### src/rtl/cu_sequencer.sv
// cu_sequencer: instruction-cycle FSM driving fetch/decode/execute/bus handshakes,
// holding PC and IR, with halt detection, per-phase watchdog and sticky fault code.
`default_nettype none

module cu_sequencer #(
    parameter int               IR_W     = 32,
    parameter int               ADDR_W   = 16,
    parameter int               OPC_W    = 4,
    parameter int               NUM_EU   = 2,
    parameter int               EU_IDW   = 2,
    parameter int               TIMEOUT  = 15,
    parameter logic [OPC_W-1:0] HALT_OPC = 4'hF
) (
    input  logic              clk,
    input  logic              reset,
    input  logic              start,
    input  logic [IR_W-1:0]   ir_in,
    output logic              cs_fcu,
    input  logic              ready_fcu,
    output logic [ADDR_W-1:0] fetch_address,
    output logic              cs_dec,
    input  logic              ready_dec,
    input  logic              dec_mem,
    input  logic [EU_IDW-1:0] dec_eu,
    output logic [NUM_EU-1:0] cs_eu,
    input  logic [NUM_EU-1:0] ready_eu,
    output logic              cs_biu,
    input  logic              ready_bus,
    output logic [IR_W-1:0]   ir,
    output logic              busy,
    output logic              halted,
    output logic              fault,
    output logic [1:0]        fault_code
);

    localparam int                CNT_W     = $clog2(TIMEOUT);
    localparam logic [CNT_W-1:0]  WAIT_LAST = CNT_W'(TIMEOUT - 1);

    typedef enum logic [2:0] {
        IDLE   = 3'd0,
        FETCH  = 3'd1,
        DECODE = 3'd2,
        EXEC   = 3'd3,
        MEM    = 3'd4,
        HALT   = 3'd5,
        FAULT  = 3'd6
    } state_t;

    state_t              state, next_state;
    logic [ADDR_W-1:0]   pc;
    logic [CNT_W-1:0]    wait_cnt;
    logic [EU_IDW-1:0]   eu_id;
    logic                mem_flag;
    logic [1:0]          next_fault_code;
    logic                ready_cur;
    logic                in_handshake;
    logic                is_halt_opc;
    logic                bad_eu;

    assign is_halt_opc = (ir[IR_W-1 -: OPC_W] == HALT_OPC);
    assign bad_eu      = (32'(dec_eu) >= NUM_EU);

    always_comb begin
        next_state      = state;
        next_fault_code = fault_code;
        ready_cur       = 1'b0;
        in_handshake    = 1'b0;
        case (state)
            IDLE: begin
                if (start) next_state = FETCH;
            end
            FETCH: begin
                in_handshake = 1'b1;
                ready_cur    = ready_fcu;
                if (ready_fcu) next_state = DECODE;
            end
            DECODE: begin
                in_handshake = 1'b1;
                ready_cur    = ready_dec;
                if (ready_dec) begin
                    // Halt wins over an out-of-range EU index.
                    if (is_halt_opc) begin
                        next_state = HALT;
                    end else if (bad_eu) begin
                        next_state      = FAULT;
                        next_fault_code = 2'd2;
                    end else begin
                        next_state = EXEC;
                    end
                end
            end
            EXEC: begin
                in_handshake = 1'b1;
                for (int i = 0; i < NUM_EU; i++) begin
                    if (32'(eu_id) == i) ready_cur = ready_eu[i];
                end
                if (ready_cur) next_state = mem_flag ? MEM : FETCH;
            end
            MEM: begin
                in_handshake = 1'b1;
                ready_cur    = ready_bus;
                if (ready_bus) next_state = FETCH;
            end
            default: begin
                next_state = state;
            end
        endcase
        if (in_handshake && !ready_cur && (wait_cnt == WAIT_LAST)) begin
            next_state      = FAULT;
            next_fault_code = 2'd1;
        end
    end

    always_ff @(posedge clk or negedge reset) begin
        if (!reset) begin
            state      <= IDLE;
            pc         <= '0;
            ir         <= '0;
            wait_cnt   <= '0;
            eu_id      <= '0;
            mem_flag   <= 1'b0;
            fault_code <= 2'd0;
        end else begin
            state      <= next_state;
            fault_code <= next_fault_code;
            if (next_state != state) begin
                wait_cnt <= '0;
            end else if (in_handshake && !ready_cur) begin
                wait_cnt <= wait_cnt + 1'b1;
            end
            if (state == FETCH && ready_fcu) begin
                ir <= ir_in;
                pc <= pc + 1'b1;
            end
            if (state == DECODE && ready_dec) begin
                eu_id    <= dec_eu;
                mem_flag <= dec_mem;
            end
        end
    end

    always_comb begin
        cs_eu = '0;
        if (state == EXEC) begin
            for (int i = 0; i < NUM_EU; i++) begin
                if (32'(eu_id) == i) cs_eu[i] = 1'b1;
            end
        end
    end

    assign cs_fcu        = (state == FETCH);
    assign cs_dec        = (state == DECODE);
    assign cs_biu        = (state == MEM);
    assign busy          = (state == FETCH) || (state == DECODE) ||
                           (state == EXEC)  || (state == MEM);
    assign halted        = (state == HALT);
    assign fault         = (state == FAULT);
    assign fetch_address = pc;

endmodule

`default_nettype wire

### config.mk
export PLATFORM = sky130hd
export DESIGN_NAME = cu_sequencer
export DESIGN_NICKNAME = d
export VERILOG_FILES = /design/src/rtl/cu_sequencer.sv
export SDC_FILE = /design/constraint.sdc
export NUM_CORES = 1
export LEC_CHECK = 0
export CORE_MARGIN = 4
export CORE_UTILIZATION = 44
export CTS_CLUSTER_SIZE = 14
export DETAILED_ROUTE_END_ITERATION = 8
export MAX_ROUTING_LAYER = met4
export PLACE_DENSITY = 0.92
export SLEW_MARGIN = 30
export SYNTH_ARGS = -nofsm -noshare
export SYNTH_HDL_FRONTEND = slang
export SYNTH_SLANG_ARGS = --single-unit
### constraint.sdc
create_clock -name clk -period 2.96 [get_ports clk]
set_input_delay 0.74 -clock clk [delete_from_list [all_inputs] [get_ports clk]]
set_output_delay 0.74 -clock clk [all_outputs]
set_load 0.005 [all_outputs]
==> flow_summary_export.csv <==
group,metric,value,unit
drt,dr.pass1.iters,4,
global_routing,busiest_layer,"met2",
timing,finalCriticalPeriod,2.677,ns
synthesis,syn_area,0.002654,mm²
outcome,status,"completed",
synthesis,async_flop_share,100.0,%
global_routing,grt_remaining_overflow,0,
timing,final.setup.tns,0,ns
timing,rsz0062_at_grt,"no",
power_and_ir_drop,leakage,0.001669,µW
global_routing,grt_first_pass_wirelength,10600,µm
synthesis,syn_area_per_cell,12.34,µm²
synthesis,netlist.area_leader.share,56.58,%
global_routing,grtUsageMet1,21.77,%
setup_path,critical_path_class,"reg2out",
clocking,cts_htree_levels,3,
clocking,cts_resized,0,
timing,max_freq,373.5,MHz
floorplanning,die_w,85.66,µm
floorplanning,dieArea,0.007338,mm²
synthesis,yosys.area.top_type,"dfrtp_1",
clocking,cts-root-buf,"clkbuf_8",
clocking,cts_setup_buffers,0,
global_routing,grt_start_max_net_pins,33,
synthesis,syn_inst,215,
drt,vias_per_cell,5.097,
place,gp_congestion,0.8049,
synthesis,synth_nets,261,
power_and_ir_drop,vdd_drop_max,0.0005552,V
clocking,clk_pin_slew,0.07,ns
drt,ant_nets,0,
clocking,cts_hold_buffers,0,
synthesis,ys_ff_latch,60,
setup_path,worstPathRequired,2.22,ns
timing,finalHoldViolCount,0,
timing,worst_pin_slew,0.5330,ns
final_layout,antenna_cells,0,
setup_path,endpoint_kind,"output pin",
final_layout,fin_nets,370,
setup_path,reg2reg_slack,0.61,ns
global_routing,grt_usage,19.15,%
final_layout,fin_util,67.26,%
timing,finalCritPeriodShare,90.45,%
synthesis,synth_edf_count,0,
synthesis,synth_area_leaders,"dfrtp_1 (57%), mux2_2 (15%), xnor2_1 (5.3%)",
setup_path,worst-path-max-fanout,18,
timing,maxSlewViolCount,0,
synthesis,ys_seq_area_share,56.58,%
power_and_ir_drop,p_per_area,928.2,mW/mm²
setup_path,start_kind,"flip-flop",
drt,vias,2054,
clocking,worstSkewPairLatency,0.33,ns
synthesis,synth_ff_type,"dfrtp_1",
timing,slew_headroom,64.47,%
synthesis,yosysWarningCount,0,
floorplanning,start_util,45.09,%
synthesis,ys_types,39,
floorplanning,rows,28,
final_layout,drive_above_1_share,18.90,%
place,hpwlAfterDp,4884,µm
setup_path,critPathArrivalTime,1.94,ns
final_layout,syn_to_final_growth,49.18,%
global_routing,grtUsageMet3,5.379,%
clocking,cts_made_buffers,9,
clocking,cts.path.max_buffers,2,
global_routing,use_met2,32.63,%
floorplanning,core,0.005886,mm²
drt,wl,6530,µm
place,port_buffers,100,
drt,drc_errors,0,
clocking,cts_sinks,60,
floorplanning,io_pins,101,
flow_run,max-cap-violations,0,
hold_path,min_path_type,"in2async",
floorplanning,die_y,85.66,µm
global_routing,grt_pass1_vias,2291,
drt,first_iter_violations,99,
global_routing,antenna_found_initial,0,
timing,finalSetupViolations,0,
clocking,tritoncts,"yes",
timing,clock_skew,0.01014,ns
drt,wl_per_cell,16.20,µm
final timing paths:
| check | startpoint | cells past startpoint | endpoint |
|---|---|---|---|
| max in group asynchronous | reset | 2 | ir[25] |
| setup / recovery | state[0] | 3 | cs_eu[0] |
| setup reg to reg | state[0] | 5 | wait_cnt[3] |
| hold reg to reg | fetch_address[15] | 1 | fetch_address[15] |
| min in group clk | fetch_address[15] | 1 | fetch_address[15] |
| hold / removal | reset | 1 | fetch_address[3] |
cells in the final DEF, fill, tap and decap left out, drive strengths merged, types with 2 or more instances in the layout:
cell,instances
nor2b,6
and4,2
inv,4
mux2,35
nand4,3
clkdlybuf4s50,99
xnor2,16
nand3,8
or3,2
a21oi,5
clkbuf,10
nor2,13
xor2,3
nor4bb,2
and3,3
o21ai,5
dfrtp,60
buf,7
ha,3
nand2,13
clkinv,3
nor3,5
nand2b,2
stage by stage:
stage	cells	instance area, µm²	setup WS (ns)	hold WS [ns]	total power, µW
3_3_place_gp	388	3769	0.1570	0.4619	2906
4_1_cts	403	3959	0.2944	0.2256	3713
2_1_floorplan	215	2654	0.6496	0.4444	2096
5_1_grt	403	3959	0.1716	0.2225	3916
6_report	403	3959	0.2827	0.2378	3675
3_5_place_dp	388	3769	0.1244	0.4729	2978
critical path, cell delays in order (launching register included):
cell and delay [ns]:
dfrtp_1 0.68, nand4bb_1 0.24, nor2_1 0.16, clkdlybuf4s50_1 0.53
logic make-up (layout without fill, tap and decap cells):
family | Yosys count | after routing | synth area share [%]
adders and majority gates | 3 | 3 | 1.415
and+or+nand+nor | 65 | 65 | 13.44
xor gates and xnor gates | 19 | 19 | 6.271
buffers and inverters | 12 | 125 | 1.886
DFF | 60 | 60 | 56.58
AOI/OAI and AO/OA | 21 | 21 | 5.564
muxes | 35 | 35 | 14.85
where the power goes:
group | total, µW | switching [µW] | internal [µW]
sequential | 1430 | 287 | 1140
combinational | 1530 | 524 | 1010
clock | 714 | 312 | 402
total | 3670 | 1120 | 2550
cells in the mapped netlist (all sizes together) (2+ instances only):
master	count
nor3	5
nand4	3
buf	4
o21ai	5
and3	3
inv	4
dfrtp	60
nand2b	2
mux2	35
nor2	13
nand3	8
nand2	13
ha	3
xor2	3
clkbuf	4
nor4bb	2
nor2b	6
and4	2
xnor2	16
a21oi	5
or3	2
routing by layer:
layer | wire (µm) | part of all wire, % | vias to the layer above
met4 | 80 | 1.2 | 0
met2 | 3420 | 52 | 64
li1 | - | - | 983
met1 | 2673 | 41 | 999
met5 | 0 | 0 | -
met3 | 355 | 5.4 | 8
layout make-up:
class	count	area, µm²
tap	75	93.84
fill	447	1927
clock inverter	5	52.55
sequential	60	1501
timing repair buffer	106	1041
inverter	4	15.01
clock buffer	10	137.6
multi-input combinational	143	1117
registers in the layout, summed over array words and instances (netlist names):
| name | flops |
|---|---|
| fault_code | 2 |
| eu_id | 2 |
| ir | 32 |
| wait_cnt | 4 |
| mem_flag | 1 |
| state | 3 |
| fetch_address | 16 |
Note: power is estimated with default switching activity, not from simulation.
